`src/rtl/alu_seq.sv`:
```
// Registered ALU with valid/ready handshakes on both sides and a fixed-latency
// shift-add multiplier; one operation in flight at a time.
//
// state | meaning
// IDLE  | ready for a new operation (in_ready=1)
// MUL   | shift-add multiply in progress, WIDTH iterations
// DONE  | result/flags held until the consumer takes them
module alu_seq #(
    parameter int WIDTH  = 16,
    parameter int CTRL_W = 4
) (
    input  logic              clk,
    input  logic              rst,
    input  logic              in_valid,
    output logic              in_ready,
    input  logic [WIDTH-1:0]  source1,
    input  logic [WIDTH-1:0]  source2,
    input  logic [CTRL_W-1:0] ALU_CTRL,
    output logic              out_valid,
    input  logic              out_ready,
    output logic [WIDTH-1:0]  result,
    output logic              zero,
    output logic              ovf,
    output logic              illegal
);

    localparam int CNT_W = $clog2(WIDTH);

    localparam logic [CTRL_W-1:0] OP_AND  = CTRL_W'(4'b0000);
    localparam logic [CTRL_W-1:0] OP_OR   = CTRL_W'(4'b0001);
    localparam logic [CTRL_W-1:0] OP_ADD  = CTRL_W'(4'b0010);
    localparam logic [CTRL_W-1:0] OP_SUB  = CTRL_W'(4'b0110);
    localparam logic [CTRL_W-1:0] OP_SLT  = CTRL_W'(4'b0111);
    localparam logic [CTRL_W-1:0] OP_SLTU = CTRL_W'(4'b1000);
    localparam logic [CTRL_W-1:0] OP_MUL  = CTRL_W'(4'b1001);
    localparam logic [CTRL_W-1:0] OP_NOR  = CTRL_W'(4'b1100);

    typedef enum logic [1:0] {IDLE, MUL, DONE} state_t;

    state_t             state;
    logic [WIDTH-1:0]   mul_a;
    logic [WIDTH-1:0]   mul_b;
    logic [WIDTH-1:0]   acc;
    logic [CNT_W-1:0]   cnt;

    logic [WIDTH-1:0]   alu_res;
    logic               alu_ovf;
    logic               alu_ill;
    logic               is_mul;
    logic [WIDTH-1:0]   sum;
    logic [WIDTH-1:0]   diff;
    logic [WIDTH-1:0]   acc_next;

    always_comb begin
        alu_res = '0;
        alu_ovf = 1'b0;
        alu_ill = 1'b0;
        is_mul  = 1'b0;
        sum     = source1 + source2;
        diff    = source1 - source2;
        case (ALU_CTRL)
            OP_AND:  alu_res = source1 & source2;
            OP_OR:   alu_res = source1 | source2;
            OP_NOR:  alu_res = ~(source1 | source2);
            OP_ADD: begin
                alu_res = sum;
                alu_ovf = (source1[WIDTH-1] == source2[WIDTH-1]) &&
                          (sum[WIDTH-1] != source1[WIDTH-1]);
            end
            OP_SUB: begin
                alu_res = diff;
                alu_ovf = (source1[WIDTH-1] != source2[WIDTH-1]) &&
                          (diff[WIDTH-1] != source1[WIDTH-1]);
            end
            OP_SLT:  alu_res = {{(WIDTH-1){1'b0}}, ($signed(source1) < $signed(source2))};
            OP_SLTU: alu_res = {{(WIDTH-1){1'b0}}, (source1 < source2)};
            OP_MUL:  is_mul  = 1'b1;
            default: alu_ill = 1'b1;
        endcase
    end

    // The last iteration's partial sum is written straight to result, so the
    // multiply occupies exactly WIDTH cycles in MUL after the accept edge.
    assign acc_next = acc + (mul_b[0] ? mul_a : '0);

    always_ff @(posedge clk or posedge rst) begin
        if (rst) begin
            state     <= IDLE;
            in_ready  <= 1'b1;
            out_valid <= 1'b0;
            result    <= '0;
            zero      <= 1'b0;
            ovf       <= 1'b0;
            illegal   <= 1'b0;
            mul_a     <= '0;
            mul_b     <= '0;
            acc       <= '0;
            cnt       <= '0;
        end else begin
            case (state)
                IDLE: begin
                    if (in_valid) begin
                        in_ready <= 1'b0;
                        if (is_mul) begin
                            mul_a <= source1;
                            mul_b <= source2;
                            acc   <= '0;
                            cnt   <= '0;
                            state <= MUL;
                        end else begin
                            result    <= alu_res;
                            zero      <= (alu_res == '0);
                            ovf       <= alu_ovf;
                            illegal   <= alu_ill;
                            out_valid <= 1'b1;
                            state     <= DONE;
                        end
                    end
                end
                MUL: begin
                    acc   <= acc_next;
                    mul_a <= mul_a << 1;
                    mul_b <= mul_b >> 1;
                    cnt   <= cnt + CNT_W'(1);
                    if (cnt == CNT_W'(WIDTH-1)) begin
                        result    <= acc_next;
                        zero      <= (acc_next == '0);
                        ovf       <= 1'b0;
                        illegal   <= 1'b0;
                        out_valid <= 1'b1;
                        state     <= DONE;
                    end
                end
                DONE: begin
                    if (out_ready) begin
                        out_valid <= 1'b0;
                        in_ready  <= 1'b1;
                        state     <= IDLE;
                    end
                end
                default: state <= IDLE;
            endcase
        end
    end

endmodule

```
`config.mk`:
```
export PLATFORM = sky130hd
export DESIGN_NAME = alu_seq
export DESIGN_NICKNAME = d
export VERILOG_FILES = /design/src/rtl/alu_seq.sv
export SDC_FILE = /design/constraint.sdc
export NUM_CORES = 1
export LEC_CHECK = 0
export ABC_AREA = 1
export CAP_MARGIN = 20
export CORE_MARGIN = 4
export CORE_UTILIZATION = 54
export DETAILED_ROUTE_END_ITERATION = 12
export PLACE_DENSITY = 0.78
export SKIP_LAST_GASP = 1
export SLEW_MARGIN = 5
export SYNTH_ARGS = -nofsm -noshare
export SYNTH_HDL_FRONTEND = slang
export SYNTH_SLANG_ARGS = --single-unit
```
`constraint.sdc`:
```
create_clock -name clk -period 2.3 [get_ports clk]
set_input_delay 0.46 -clock clk [delete_from_list [all_inputs] [get_ports clk]]
set_output_delay 0.46 -clock clk [all_outputs]
set_load 0.005 [all_outputs]
```
==> flow_summary_export.csv <==
group,metric,value,unit
power_and_ir_drop,fin_total_pwr,9.34,mW
critical_path,critical_path_required,2.58,ns
clock_tree,clk_latency,0.34,ns
sta,fmax,398,MHz
power_and_ir_drop,seqPwrFrac,0.254,
synth,synth-xor-area-share,0.0245,
floorplan,io_pins,61,
clock_tree,cts_tree,"done",
synth,synth_top_area_share,0.259,
power_and_ir_drop,internal_power,5.32,mW
critical_path,critPathArrivalTime,2.80,ns
sta,clock-skew-final,0.00773,ns
global_route,grt_pass1_vias,7999,
clock_tree,clk_pin_slew,0.07,ns
sta,drv_slew,0,
detailed_routing,routed_wl,25400,um
detailed_routing,drc,0,
power_and_ir_drop,powerDensity,896,nW/um^2
synth,synth_largest_area_cell,"dfrtp_1",
placement,gp_congestion,1.04,
sta,setup_viol_count_final,3,
placement,dp_cells,1448,
finish,drive_above_1_share,0.325,
finish,final_cell_mix,"256 x nand2_1, 181 x buf_4, 115 x inv_1",
synth,syn_avg_cell_area,6.60,sq um
clock_tree,cts_sinks,75,
sta,hold_viol_final,0,
global_route,grt_overflow,0,
detailed_routing,wire_per_inst,17.1,um
outcome,violations,"negative setup slack",
floorplan,die_area,15200,sq um
outcome,status,"complete, but fails checks",
clock_tree,numCtsBuffers,9,
power_and_ir_drop,power_frac_comb,0.599,
floorplan,rows,41,
synth,synth_fp_nets,1195,
critical_path,cp-end-kind,"flop",
sta,slew_headroom,0.580,
detailed_routing,drt_iter0_drc,677,
sta,worstMarginPinSlew,0.630,ns
global_route,grt_start_max_net_pins,58,
sta,finalCritPeriodShare,1.09,
sta,fin_crit,2.52,ns
global_route,grtUsageTotal,0.324,
sta,worst_slack,-0.215,ns
synth,synth_compound_area_frac,0.146,
synth,syn_inst,1084,
placement,place.detailed.hpwl,18000,um
critical_path,r2r_start,"mul_b[0]$_DFFE_PP0P_",
critical_path,cp_max_fo,4,
synth,synth_fa_ha_area_frac,0.127,
global_route,grt_antenna_before_repair,0,
power_and_ir_drop,clkPwrFrac,0.147,
detailed_routing,drtPass1Iterations,6,
floorplan,start_util,0.560,
synth,netlist_area,7150,sq um
power_and_ir_drop,peakVddDrop,0.466,mV
power_and_ir_drop,switching_share,0.431,
power_and_ir_drop,switchingPower,4.03,mW
finish,final_nets,1415,
floorplan,die_x,123,um
worst_hold_path,hold_path.class,"flop to flop",
floorplan,die_y,123,um
finish,num_antenna_cells,0,
clock_tree,cts_root_buf,"clkbuf_16",
critical_path,regToRegEndpoint,"zero$_DFFE_PP0P_",
critical_path,r2r_slack,-0.22,ns
power_and_ir_drop,power.leakage,5.31,nW
job,max_cap_viol_count,0,
clock_tree,hold_buffers,0,
critical_path,cp-start-kind,"flop",
worst_hold_path,whs_path_depth,2,
critical_path,crit_end,"zero$_DFFE_PP0P_",
synth,seq_area_frac_synth,0.263,
placement,dp_slack,-0.708,ns
detailed_routing,vias,8316,
global_route,grt_first_pass_wirelength,38900,um
detailed_routing,avgViaCountPerCell,5.62,
synth,synth_mux_area_frac,0,
detailed_routing,antenna_left,0,
critical_path,worstSetupPathType,"flop to flop",
sta,rsz0062_at_grt,"true",
finish,final_cells,1481,
finish,final_common_cell,"nand2_1",
synth,synth_top_family_by_area,"simple AND/OR/NAND/NOR gates",
synth,yosysWarnings,0,
floorplan,coreArea,12800,sq um
synth,synth.area.top_cells,"dfrtp_1 26%, nand2_1 15%, ha_1 12%",
synth,synth_cell_types,42,
critical_path,startpoint,"mul_b[0]$_DFFE_PP0P_",
synth,ys_seq_elements,75,
placement,io_buffers,60,
critical_path,r2r_cells,17,
clock_tree,ctsHtreeMaxLevel,3,
clock_tree,clock_path_buffers,2,
synth,synth-simple-area-share,0.326,
finish,syn_to_final_growth,45.8,%
-- synth_stat cells, drive strengths merged --
| cell type | number |
|---|---|
| inv | 150 |
| dfstp | 1 |
| dfrtp | 74 |
| xor2 | 12 |
| o21a | 2 |
| clkbuf | 15 |
| nor3 | 8 |
| a31oi | 24 |
| a21o | 2 |
| nand4 | 3 |
| o21ai | 46 |
| or2 | 2 |
| nor2 | 140 |
| nand3 | 101 |
| o2111ai | 2 |
| nand2 | 300 |
| a21oi | 55 |
| fa | 3 |
| o211ai | 16 |
| a21boi | 1 |
| buf | 26 |
| nand3b | 5 |
| o41ai | 1 |
| o21bai | 7 |
| xnor2 | 8 |
| o22ai | 1 |
| ha | 68 |
| a22o | 3 |
| a221oi | 7 |
| o22a | 1 |
-- worst min-delay path by stage --
| stage | startpoint | end |
|---|---|---|
| 3_5_place_dp | in_ready$_DFFE_PP1P_ | in_ready$_DFFE_PP1P_ |
| 3_3_place_gp | in_ready$_DFFE_PP1P_ | in_ready$_DFFE_PP1P_ |
| 2_1_floorplan | acc[0]$_DFFE_PP0P_ | acc[0]$_DFFE_PP0P_ |
| 5_1_grt | in_ready$_DFFE_PP1P_ | in_ready$_DFFE_PP1P_ |
| 6_report | in_ready$_DFFE_PP1P_ | in_ready$_DFFE_PP1P_ |
| 4_1_cts | in_ready$_DFFE_PP1P_ | in_ready$_DFFE_PP1P_ |
-- stage by stage --
stage | instance area, sq um | utilization | hold slack, ns | TNS (ns)
after floorplan | 7160 | - | 0.448 | 0
after global placement | 9090 | 0.712 | 0.464 | -16.88
after detailed placement | 9090 | 0.712 | 0.474 | -18.73
after CTS | 10000 | 0.785 | 0.485 | 0
after global routing | 10400 | 0.817 | 0.510 | -1.29
final | 10400 | 0.817 | 0.486 | -0.353
-- metal layers --
metal	up-vias	share of wire	GRT usage
li1	3930	-	-
met1	3884	0.41	0.431
met3	85	0.073	0.0435
met4	0	0.036	0.113
met5	-	0	0
met2	417	0.48	0.543
-- sequential cells by signal, summed over array words and instances (netlist names) --
register	flops
result	16
mul_b	16
zero	1
cnt	4
in_ready	1
mul_a	16
state	2
illegal	1
acc	16
out_valid	1
ovf	1
-- kinds of logic (layout without fill, tap and decap cells) --
| kind of cell | after synthesis | count (layout) |
|---|---|---|
| fa+ha+maj | 71 | 71 |
| flops | 75 | 75 |
| compound gates | 168 | 168 |
| simple gates | 559 | 559 |
| xor+xnor | 20 | 20 |
| buf+inv | 191 | 416 |
-- worst max-delay path, stage by stage, from the launching register on --
cell	delay (ns)
dfrtp_1	0.41
nand2_1	0.07
inv_1	0.04
ha_2	0.19
fa_2	0.39
nand3_2	0.11
nand3_4	0.13
nand2_2	0.08
nand2_1	0.08
xnor2_2	0.22
nand2_1	0.11
nor2_1	0.14
nand3_1	0.10
nor2_1	0.12
nand2_1	0.10
nand2_1	0.07
nand2_1	0.05
nand2_1	0.05
-- timing repair --
action	in CTS	in global routing
setup buffers	8	10
resized for setup	169	91
endpoints found under the hold margin	0	0
pin swaps	55	39
setup endpoints to repair	17	19
-- final cells by class --
cell class / count / area, sq um
repair buffers: 250 / 2100
inverters: 150 / 573
well taps: 172 / 215
multi-input cells: 818 / 5380
fillers: 847 / 2340
clock inverters: 7 / 58.8
flip-flops and latches: 75 / 1880
clock buffers: 9 / 225
-- power by group through the flow --
| stage | registers (mW) | clock network (mW) | logic [mW] |
|---|---|---|---|
| final | 2.38 | 1.37 | 5.60 |
| after global routing | 2.44 | 1.43 | 6.08 |
| after CTS | 2.34 | 1.37 | 4.88 |
| after detailed placement | 2.33 | 0 | 4.43 |
| after global placement | 2.31 | 0 | 4.32 |
| after floorplan | 2.25 | 0 | 2.58 |
No activity file was read; power rests on OpenSTA's default activity.
